File: src/rtl/pwm_ctrl_pkg.sv
// Shared types and widths for the PWM fade sequencer.
package pwm_ctrl_pkg;

    localparam int DUTY_W    = 8;
    localparam int DIV_W_DEF = 16;

    typedef enum logic [1:0] {
        ST_IDLE,
        ST_RAMP,
        ST_DONE
    } state_t;

endpackage

File: src/rtl/pwm_tick_prescaler.sv
// Interval counter: one-cycle tick every (div+1) enabled clocks.
module pwm_tick_prescaler #(
    parameter int DIV_W = 16
) (
    input  logic             clk,
    input  logic             rst_n,
    input  logic             i_clr,
    input  logic             i_en,
    input  logic [DIV_W-1:0] i_div,
    output logic             o_tick
);

    logic [DIV_W-1:0] r_cnt;
    logic             w_hit;

    assign w_hit  = (r_cnt == i_div);
    assign o_tick = i_en && w_hit && !i_clr;

    always_ff @(posedge clk) begin
        if (!rst_n) begin
            r_cnt <= '0;
        end else if (i_clr) begin
            r_cnt <= '0;
        end else if (i_en) begin
            r_cnt <= w_hit ? '0 : r_cnt + DIV_W'(1);
        end
    end

endmodule

File: src/rtl/pwm_fade_sequencer.sv
// Ramps the live PWM duty toward a latched target, one step per interval.
module pwm_fade_sequencer
    import pwm_ctrl_pkg::*;
#(
    parameter int DIV_W = DIV_W_DEF
) (
    input  logic              clk,
    input  logic              rst_n,
    input  logic [DUTY_W-1:0] target_duty,
    input  logic [DUTY_W-1:0] step,
    input  logic [DIV_W-1:0]  tick_div,
    input  logic              start,
    input  logic              abort,
    output logic [DUTY_W-1:0] pwm_duty_cycle,
    output logic              busy,
    output logic              done
);

    state_t            r_state;
    state_t            w_state_nxt;
    logic [DUTY_W-1:0] r_duty;
    logic [DUTY_W-1:0] w_duty_nxt;
    logic [DUTY_W-1:0] r_tgt;
    logic [DUTY_W-1:0] r_step;
    logic [DIV_W-1:0]  r_div;
    logic              w_load;
    logic              w_clr;
    logic              w_tick;
    logic              w_down;
    logic [DUTY_W:0]   w_diff;

    pwm_tick_prescaler #(
        .DIV_W (DIV_W)
    ) u_presc (
        .clk    (clk),
        .rst_n  (rst_n),
        .i_clr  (w_clr),
        .i_en   (r_state == ST_RAMP),
        .i_div  (r_div),
        .o_tick (w_tick)
    );

    // 9-bit distance so the final step clamps instead of wrapping
    assign w_down = (r_duty > r_tgt);
    assign w_diff = w_down ? ({1'b0, r_duty} - {1'b0, r_tgt})
                           : ({1'b0, r_tgt} - {1'b0, r_duty});

    always_comb begin
        w_state_nxt = r_state;
        w_duty_nxt  = r_duty;
        w_load      = 1'b0;
        w_clr       = 1'b0;
        if (abort) begin
            w_state_nxt = ST_IDLE;
            w_clr       = 1'b1;
        end else if (start) begin
            w_load = 1'b1;
            w_clr  = 1'b1;
            if (target_duty == r_duty) begin
                w_state_nxt = ST_DONE;
            end else if (step == '0) begin
                w_duty_nxt  = target_duty;
                w_state_nxt = ST_DONE;
            end else begin
                w_state_nxt = ST_RAMP;
            end
        end else begin
            unique case (r_state)
                ST_RAMP: begin
                    if (w_tick) begin
                        if (w_diff <= {1'b0, r_step}) begin
                            w_duty_nxt  = r_tgt;
                            w_state_nxt = ST_DONE;
                        end else if (w_down) begin
                            w_duty_nxt = r_duty - r_step;
                        end else begin
                            w_duty_nxt = r_duty + r_step;
                        end
                    end
                end
                ST_DONE: w_state_nxt = ST_IDLE;
                default: w_state_nxt = ST_IDLE;
            endcase
        end
    end

    always_ff @(posedge clk) begin
        if (!rst_n) begin
            r_state <= ST_IDLE;
            r_duty  <= '0;
            r_tgt   <= '0;
            r_step  <= '0;
            r_div   <= '0;
        end else begin
            r_state <= w_state_nxt;
            r_duty  <= w_duty_nxt;
            if (w_load) begin
                r_tgt  <= target_duty;
                r_step <= step;
                r_div  <= tick_div;
            end
        end
    end

    assign pwm_duty_cycle = r_duty;
    assign busy           = (r_state == ST_RAMP);
    assign done           = (r_state == ST_DONE);

endmodule

File: config.mk
export PLATFORM = sky130hd
export DESIGN_NAME = pwm_fade_sequencer
export DESIGN_NICKNAME = d
export VERILOG_FILES = /design/src/rtl/pwm_ctrl_pkg.sv /design/src/rtl/pwm_tick_prescaler.sv /design/src/rtl/pwm_fade_sequencer.sv
export SDC_FILE = /design/constraint.sdc
export NUM_CORES = 1
export LEC_CHECK = 0
export ABC_AREA = 1
export CAP_MARGIN = 40
export CORE_AREA = 4 4 108 110
export DETAILED_ROUTE_END_ITERATION = 8
export DIE_AREA = 0 0 112 114
export GPL_TIMING_DRIVEN = 0
export PLACE_DENSITY = 0.7
export SYNTH_ARGS = -nofsm -noshare
export SYNTH_HDL_FRONTEND = slang
export SYNTH_SLANG_ARGS = --single-unit
File: constraint.sdc
create_clock -name clk -period 6.7 [get_ports clk]
set_clock_uncertainty 0.05 [all_clocks]
set_input_delay 1.005 -clock clk [delete_from_list [all_inputs] [get_ports clk]]
set_output_delay 1.005 -clock clk [all_outputs]
set_load 0.02 [all_outputs]
# ---- Word-level counts from Yosys, hierarchy flattened
# Index checks and enable logic that the tools add are counted.
dict set report classes {
  order_cmp 2
  muxes 18
  add_sub_neg 5
  bitwise_logic 2
  n_eq_ne 8
  reduce_logical 10
}
# operator count
set op_table {}
lappend op_table {{8-bit two-way mux} 7}
lappend op_table {{8-bit by 8-bit subtractor with 9-bit output} 2}
lappend op_table {{16-bit by 1-bit adder with 16-bit output, second input constant} 1}
lappend op_table {{16-bit equality test} 1}
lappend op_table {{16-bit two-way mux} 1}
lappend op_table {{2-bit two-way mux} 6}
lappend op_table {{9-bit by 8-bit <= comparator with 1-bit output} 1}
lappend op_table {{9-bit two-way mux} 1}
lappend op_table {{8-bit adder} 1}
lappend op_table {{8-bit equality test} 1}
lappend op_table {{8-bit greater-than comparator} 1}
lappend op_table {{8-bit zero test} 1}
lappend op_table {{8-bit subtractor} 1}
lappend op_table {{3-bit inequality test, second input constant} 2}
lappend op_table {{5-bit AND reduction} 1}
lappend op_table {{2-bit nonzero test} 2}
lappend op_table {{2-bit OR reduction} 2}
lappend op_table {{1-bit two-way mux} 3}
lappend op_table {{2-bit by 1-bit equality test with 1-bit output, second input constant} 1}
lappend op_table {{2-bit equality test, second input constant} 1}
lappend op_table {{1-bit logical AND} 2}
lappend op_table {{2-bit by 1-bit inequality test with 1-bit output, second input constant} 1}
lappend op_table {{2-bit inequality test, second input constant} 1}
lappend op_table {{1-bit inverter} 2}
lappend op_table {{other kinds (2)} 2}
dict set report word_totals {
  output_inout_bits 10
  input_bits 36
  reg_bits 58
}

# ---- Longest topological paths before layout
# Gate-level depths: netlist (run 1).
dict set report logic_depth {
  word_depth 7
  mapped_depth 33
}

# ---- Cells and area by module
# Synthesis (run 1) repeated with hierarchy kept, for this count alone.
dict set report hier_totals {
  cells_unflattened 658
  area_unflattened_um2 4375.4
}
# module n_inst area_each_um2 cells_each
set modules_own_cells {}
lappend modules_own_cells {pwm_fade_sequencer 1 3281.9 470}
lappend modules_own_cells {pwm_tick_prescaler 1 1093.5 188}

# ---- Least setup slack after synthesis (run 1)
# OpenSTA, ideal clock, no wires.
dict set report synth_timing {
  path_kind {register -> register}
  startpoint {register r_duty[1] (netlist: pwm_duty_cycle[1])}
  endpoint {register r_state[0]}
  arrival_ps 3356
  period_less_slack_ps 3520
  n_path_buf 2
  t_required_ps 6535
  path_stages_with_launch 28
  setup_slack_ps 3180
  path_cell_list {dfxtp_1 > inv_1 > ha_1 > nand2_1 > nor2_4 > nand3_1 > nand3_2 > nand2_2 > buf_6 > inv_6 > nand3_1 > o21ai_1 > o21ai_1 > xnor2_1 > inv_1 > ha_1 > nand2_1 > inv_1 > nand2_1 > nand2_1 > nand2_1 > nand3b_1 > nand2_1 > nand3_2 > buf_6 > o21ai_2 > o21ai_1 > and2_1}
}
dict set report synth_between {
  elab_chain_cells 5
  word_cells_on_any_way 10
  cone_classes {add/sub: 2; order compare: 2; eq/ne: 2; mux: 3; reduce/logical: 1}
}
# item line_no
set synth_lines {}
lappend synth_lines {{start, declared} pwm_fade_sequencer.sv:21} ;# logic [DUTY_W-1:0] r_duty;
lappend synth_lines {{start signal, assigned} pwm_fade_sequencer.sv:96} ;# r_duty <= w_duty_nxt;
lappend synth_lines {{8-bit by 8-bit subtractor with 9-bit output (tied with other cells)} pwm_fade_sequencer.sv:46} ;# : ({1'b0, r_tgt} - {1'b0, r_duty});
lappend synth_lines {{9-bit two-way mux} pwm_fade_sequencer.sv:45} ;# assign w_diff = w_down ? ({1'b0, r_duty} - {1'b0, r_tgt})
lappend synth_lines {{9-bit by 8-bit <= comparator with 1-bit output} pwm_fade_sequencer.sv:71} ;# if (w_diff <= {1'b0, r_step}) begin
lappend synth_lines {{3-bit inequality test (no line)} -}
lappend synth_lines {{2-bit AND reduction (no line)} -}
lappend synth_lines {{end signal, assigned} pwm_fade_sequencer.sv:95} ;# r_state <= w_state_nxt;
lappend synth_lines {{end, declared} pwm_fade_sequencer.sv:19} ;# state_t r_state;
# Parallel ways exist; a longest one is shown, timed or not.
# A chain may end at the register's enable or synchronous reset.

# ---- Final worst setup path (run 1)
dict set report layout_timing {
  startpoint {register r_duty[7] (netlist: pwm_duty_cycle[7])}
  endpoint {register r_duty[1] (netlist: pwm_duty_cycle[1])}
}
dict set report layout_between {
  elab_chain_cells 7
  word_cells_on_any_way 13
  cone_classes {add/sub: 2; order compare: 2; eq/ne: 2; mux: 6; reduce/logical: 1}
}
# item line_no
set layout_lines {}
lappend layout_lines {{8-bit by 8-bit subtractor with 9-bit output (tied with other cells)} pwm_fade_sequencer.sv:46}
lappend layout_lines {{9-bit two-way mux} pwm_fade_sequencer.sv:45}
lappend layout_lines {{9-bit by 8-bit <= comparator with 1-bit output} pwm_fade_sequencer.sv:71}
lappend layout_lines {{8-bit two-way mux} pwm_fade_sequencer.sv:71}
lappend layout_lines {{8-bit two-way mux} pwm_fade_sequencer.sv:70} ;# if (w_tick) begin
lappend layout_lines {{8-bit two-way mux} pwm_fade_sequencer.sv:68} ;# unique case (r_state)
lappend layout_lines {{8-bit two-way mux} pwm_fade_sequencer.sv:56} ;# end else if (start) begin
# Parallel ways exist; a longest one is shown, timed or not. The select of a mux whose other input is x is not followed.

==> run_results.csv, run 1 <==
group,metric,value,unit
outcome,status,"complete, no violations",
grt,grt_max_degree,11,
sta,drv_slew,0,
grt,grt.busiest_layer,"met2",
synthesis,synth_xor_area_share,9.16,%
synthesis,synth_cells,609,
final_layout,drive_gt1_share,7.31,%
synthesis,ys_seq_area_share,27.6,%
grt,grt_first_pass_wirelength,18300,um
critical_path,r2r_cells,27,
sta,rsz0062_at_grt,"no",
sta,relSlewSlack,62.3,%
synthesis,synth-compound-area-share,13.4,%
floorplan,design.portCount,46,
synthesis,synth.most_common_cell,"nand2_1",
floorplan,die_area,12800,um2
clock_network,cts_sinks,58,
synthesis,synth-simple-area-share,27.4,%
hold_path,hold_depth,2,
placement,dp.cells,794,
final_layout,n_fill_cell,1069,
synthesis,synthArstFlopShare,0,%
floorplan,die_x,112,um
route,wl_per_cell,13.5,um
clock_network,cts-buffers-inserted,9,
critical_path,cp_max_fo,10,
final_layout,antennaDiodeCount,0,
synthesis,synth_area_leaders,"dfxtp_1 28%, ha_1 9.8%, nand2_1 9.7%, inv_1 7.8%, xor2_1 6.0%",
floorplan,die_h,114,um
floorplan,placementRows,38,
floorplan,initial_core_util,39.3,%
synthesis,synth.area.mux_share,0.476,%
critical_path,crit_required,6890,ps
sta,period_share,61.5,%
grt,track_usage,17.6,%
route,drt-initial-drc-count,165,
synthesis,synth-seq-cells,58,
critical_path,r2r-end,"pwm_duty_cycle[1]$_SDFFE_PN0P_",
floorplan,coreArea,10700,um2
placement,dp_hpwl,8700,um
sta,setup_viol,0,
critical_path,critPathKind,"reg2reg",
clock_network,cts_buffer_depth,2,
grt,met1_usage,19.7,%
grt,grt_antenna_before_repair,0,
synthesis,synth_top_area_cell,"dfxtp_1",
critical_path,crit-reg2reg-launch,"pwm_duty_cycle[7]$_SDFFE_PN0P_",
power,p_leak,2.33,nW
route,drcViolationCount,0,
sta,setup_tns,0,ps
clock_network,post_cts_buffers,0,
hold_path,hold_end,"r_div[5]$_SDFFE_PN0P_",
clock_network,cts_tree,"done",
placement,gp_congestion,0.894,
grt,grt_pass1_vias,4020,
route,antenna_left,0,
grt,met3_usage,4.24,%
synthesis,syn_area,4210,um2
clock_network,clk_pin_slew,70,ps
critical_path,arrival,4310,ps
synthesis,synth_common_cells,"109 x nand2_1, 87 x inv_1, 59 x nor2_1, 58 x dfxtp_1, 43 x a21oi_1",
clock_network,worst_skew_pair.late_latency,340,ps
critical_path,critPathLaunchType,"flop",
critical_path,crit_slowest_cell,"dfxtp_1",
power,ir_drop,116,uV
synthesis,synth-main-ff-cell,"dfxtp_1",
critical_path,slowest_delay,550,ps
synthesis,netlist-cell-type-count,41,
hold_path,min-delay-start,"r_div[5]$_SDFFE_PN0P_",
synthesis,syn_area_per_cell,6.91,um2
synthesis,synth_top_family_by_area,"simple AND/OR/NAND/NOR gates",
sta,tightest_slew,564,ps
job,maxCapViolCount,0,
sta,period_minus_slack,4120,ps
hold_path,hold_path_class,"reg2reg",
route,num_vias,4067,
critical_path,ff2ff_setup_slack,2580,ps
route,routed_via_density,5.02,
grt,grt_remaining_overflow,0,
route,routed_wl,11000,um
synthesis,synthAdderAreaFrac,11.2,%
grt,use_met2,32.5,%
clock_network,root_buffer,"clkbuf_8",
route,firstDrtPassIters,5,
clock_network,hold_buffers,0,
critical_path,cp_common_cell,"nand2_1",
critical_path,critPathCaptureType,"flop",
sta,max_freq,243,MHz
power,p_total,0.974,mW
clock_network,ctsResizeCount,0,
synthesis,syn_nets,681,
power,power.density,194,nW/um2
final_layout,instances_no_fill,810,
synthesis,synth_edf_count,0,
final_layout,area_growth_syn_to_layout,19.2,%
clock_network,cts_htree_levels,3,
sta,hold_viol_final,0,
final_layout,nets,737,
synthesis,synthDominantCellAreaShare,27.6,%
synthesis,yosys_warnings,0,
placement,portBuffers,45,
power breakdown:
part | total, mW | switching, mW | leakage [nW] | internal [mW]
combinational | 0.306 | 0.184 | 1.76 | 0.122
sequential | 0.368 | 0.00897 | 0.474 | 0.359
clock | 0.300 | 0.136 | 0.0965 | 0.164
area by class of cell:
cell class              count  area [um2]  area share [%]
clock inverters             2        10.0           0.200
inverters                  91         348            6.93
multi-input cells         442        2590            51.7
plain buffers              18         104            2.07
flip-flops and latches     58        1160            23.1
well taps                 140         175            3.49
clock buffers              14         173            3.44
repair buffers             45         450            8.98
registers in the layout, indices dropped and copies added, names as in the netlist:
name            cells
pwm_duty_cycle      8
r_div              16
r_tgt               8
u_presc.r_cnt      16
r_state             2
r_step              8
critical path: cells and delay by family (launching register included):
kind | cells | cell delay (ps)
AND/OR/NAND/NOR | 15 | 1520
buffers and inverters | 7 | 740
adder cells (fa/ha/maj) | 2 | 720
flip-flops | 1 | 550
XOR/XNOR | 1 | 220
AO/OA/AOI/OAI | 2 | 210
cell families (layout without fill, tap and decap cells):
kind of cell | Yosys count | after routing
AO/OA/AOI/OAI | 105 | 105
XOR/XNOR | 44 | 44
adder cells (fa/ha/maj) | 36 | 36
buffers and inverters | 109 | 170
flip-flops | 58 | 58
multiplexers | 2 | 2
AND/OR/NAND/NOR | 255 | 255
worst max-delay path by stage:
stage,startpoint,cells past startpoint,to
finish,pwm_duty_cycle[7]$_SDFFE_PN0P_,27,pwm_duty_cycle[1]$_SDFFE_PN0P_
global route,pwm_duty_cycle[7]$_SDFFE_PN0P_,30,pwm_duty_cycle[4]$_SDFFE_PN0P_
CTS,pwm_duty_cycle[7]$_SDFFE_PN0P_,27,r_state[0]$_SDFFE_PP0P_
detailed placement,pwm_duty_cycle[7]$_SDFFE_PN0P_,27,r_state[0]$_SDFFE_PP0P_
global placement,pwm_duty_cycle[4]$_SDFFE_PN0P_,28,r_state[0]$_SDFFE_PP0P_
floorplan,pwm_duty_cycle[1]$_SDFFE_PN0P_,27,r_state[0]$_SDFFE_PP0P_
layout by cell type, fill, tap and decap left out, drive strengths merged:
| cell | n |
|---|---|
| nand2 | 113 |
| clkinv | 3 |
| fa | 3 |
| nor2 | 65 |
| xnor2 | 15 |
| nor3b | 3 |
| dfxtp | 58 |
| o21a | 1 |
| nor4 | 2 |
| or2 | 4 |
| xor2 | 29 |
| o211ai | 1 |
| a21oi | 43 |
| o21ai | 53 |
| buf | 7 |
| clkdlybuf4s50 | 45 |
| a211oi | 1 |
| and2 | 4 |
| o2111ai | 1 |
| nor3 | 7 |
| ha | 33 |
| mux2i | 2 |
| a31oi | 3 |
| a21o | 2 |
| nand3 | 44 |
| nand3b | 1 |
| clkbuf | 25 |
| inv | 90 |
| nand4 | 12 |
per-layer routing:
| layer | vias to the layer above | share of wire, % | wire (um) |
|---|---|---|---|
| met2 | 83 | 51 | 5580 |
| met1 | 1884 | 42 | 4630 |
| li1 | 2078 | - | - |
| met5 | - | 0 | 0 |
| met3 | 22 | 4.2 | 456 |
| met4 | 0 | 2.8 | 302 |
through the flow:
step	cell area (um2)	worst slack, ps	utilization, %	hold slack [ps]
2_1_floorplan	4210	3180	-	382
3_3_place_gp	4830	2760	45.2	401
3_5_place_dp	4830	2670	45.2	401
4_1_cts	5020	2630	46.9	416
5_1_grt	5020	2210	46.9	446
6_report	5020	2580	46.9	415
Power figures use the tool's default switching activity.
==> inputs of run 2 (changes only) <==
clock period = 4.12 ns   (was 6.7 ns; I/O delays follow)
==> run_results.csv, run 2 (synthesized netlist as in run 1, its figures left out) <==
group,metric,value,unit
clock_network,cts-buffers-inserted,9,
route,routed_wl,11100,um
critical_path,path_delay_family,"simple AND/OR/NAND/NOR gates",
critical_path,arrival,4010,ps
critical_path,r2r-end,"pwm_duty_cycle[1]$_SDFFE_PN0P_",
final_layout,top_regs,"r_div x16, u_presc.r_cnt x16",
sta,period_minus_slack,3820,ps
floorplan,placementRows,38,
critical_path,crit_required,4310,ps
sta,setup_tns,0,ps
final_layout,layout_commonest_cell,"nand2_1",
grt,track_usage,17.6,%
sta,tightest_slew,556,ps
grt,grt_first_pass_wirelength,18300,um
critical_path,critPathKind,"reg2reg",
hold_path,hold_depth,2,
critical_path,crit_slowest_cell,"dfxtp_4",
route,num_vias,4095,
final_layout,final_cell_mix,"107 x nand2_1, 87 x inv_1, 59 x nor2_1",
critical_path,path_buf_inv,8,
power,p_int,1.06,mW
clock_network,hold_buffers,0,
power,clkPwrFrac,30.4,%
placement,gp_congestion,0.894,
power,p_leak,2.35,nW
placement,dp_hpwl,8700,um
power,p_switching,0.547,mW
floorplan,design.portCount,46,
sta,drv_slew,0,
route,wl_per_cell,13.6,um
clock_network,root_buffer,"clkbuf_8",
placement,dp.cells,794,
final_layout,area_growth_syn_to_layout,21.2,%
critical_path,crit_cells,29,
floorplan,coreArea,10700,um2
final_layout,n_fill_cell,1057,
outcome,status,"complete, no violations",
critical_path,ff2ff_setup_slack,300,ps
power,seq_power_share,36.9,%
power,switching_share,34.0,%
job,maxCapViolCount,0,
final_layout,multi_input_area,2630,um2
power,ir_drop,190,uV
sta,max_freq,262,MHz
sta,setup_viol,0,
final_layout,fin_area,5100,um2
clock_network,cts_tree,"done",
floorplan,die_x,112,um
route,routed_via_density,5.04,
floorplan,die_area,12800,um2
sta,relSlewSlack,62.8,%
floorplan,die_h,114,um
clock_network,cts_sinks,58,
critical_path,crit-reg2reg-launch,"pwm_duty_cycle[3]$_SDFFE_PN0P_",
critical_path,critPathCaptureType,"flop",
clock_network,cts_htree_levels,3,
final_layout,final_util,47.7,%
clock_network,worst_skew_pair.late_latency,350,ps
critical_path,cp_common_cell,"nand2_1",
critical_path,critPathLaunchType,"flop",
grt,grt_pass1_vias,4020,
final_layout,antennaDiodeCount,0,
sta,period_share,92.8,%
grt,grt_antenna_before_repair,0,
hold_path,min-delay-start,"r_div[5]$_SDFFE_PN0P_",
final_layout,drive_gt1_share,9.66,%
floorplan,initial_core_util,39.3,%
critical_path,slowest_delay,390,ps
critical_path,r2r_cells,29,
grt,grt_remaining_overflow,0,
grt,grt_max_degree,11,
final_layout,nets,740,
hold_path,hold_path_class,"reg2reg",
sta,hold_viol_final,0,
route,drt-initial-drc-count,159,
hold_path,hold_end,"r_div[5]$_SDFFE_PN0P_",
power,combPwrFrac,32.7,%
sta,rsz0062_at_grt,"no",
route,firstDrtPassIters,4,
placement,portBuffers,45,
final_layout,seqCellArea,1190,um2
route,antenna_left,0,
power,power.density,316,nW/um2
final_layout,instances_no_fill,813,
clock_network,cts_buffer_depth,2,
route,drcViolationCount,0,
placement,postPlaceCellArea,4830,um2
critical_path,cp_max_fo,10,
clock_network,clk_pin_slew,60,ps
## run 2: cell types whose count changed in the layout (fill, tap and decap cells not counted), sizes merged
cell  previous run  this run
buf              7        10
## run 2: stage by stage
step / power [mW] / hold slack, ps / worst slack [ps]
4_1_cts: 1.59 / 416 / 50.8
3_5_place_dp: 1.10 / 401 / 91.8
3_3_place_gp: 1.09 / 401 / 181
5_1_grt: 1.71 / 446 / 6.07
2_1_floorplan: 0.961 / 382 / 600
6_report: 1.61 / 416 / 297
## run 2: area by class of cell
type	instances	share of cell area (%)
Buffer	18	2.11
Multi-Input combinational cell	442	51.5
Inverter	91	6.82
Timing Repair Buffer	48	9.28
Tap cell	140	3.44
Clock inverter	2	0.196
Clock buffer	14	3.39
Sequential cell	58	23.3
## run 2: power by group through the flow
stage / sequential (mW) / clock (mW) / combinational, mW
2_1_floorplan: 0.606 / 0 / 0.355
3_3_place_gp: 0.610 / 0 / 0.480
3_5_place_dp: 0.610 / 0 / 0.492
4_1_cts: 0.598 / 0.497 / 0.495
5_1_grt: 0.596 / 0.525 / 0.584
6_report: 0.594 / 0.490 / 0.526
## run 2: worst max path at each step
| stage | start | to | slack (ps) |
|---|---|---|---|
| global route | pwm_duty_cycle[3]$_SDFFE_PN0P_ | pwm_duty_cycle[4]$_SDFFE_PN0P_ | 6 |
| CTS | pwm_duty_cycle[7]$_SDFFE_PN0P_ | r_state[0]$_SDFFE_PP0P_ | 50 |
| global placement | pwm_duty_cycle[4]$_SDFFE_PN0P_ | r_state[0]$_SDFFE_PP0P_ | 180 |
| finish | pwm_duty_cycle[3]$_SDFFE_PN0P_ | pwm_duty_cycle[1]$_SDFFE_PN0P_ | 300 |
| floorplan | pwm_duty_cycle[1]$_SDFFE_PN0P_ | r_state[0]$_SDFFE_PP0P_ | 600 |
| detailed placement | pwm_duty_cycle[7]$_SDFFE_PN0P_ | r_state[0]$_SDFFE_PP0P_ | 90 |
## run 2: what timing repair did
item | 4_1_cts | 5_1_grt
gates resized for setup | 0 | 23
setup buffers | 0 | 3
setup endpoints to repair | 0 | 10
## run 2: tightest hold or removal path: cells and delay by family (launching register included)
family / cells / cell delay, ps
flops: 1 / 320
compound gates: 1 / 50
buf+inv: 1 / 50
## run 2: routing by layer
layer,wire length [um],GRT usage [%]
met3,511,4.24
met5,0,0
met2,5660,32.5
met4,318,6.49
met1,4580,19.7
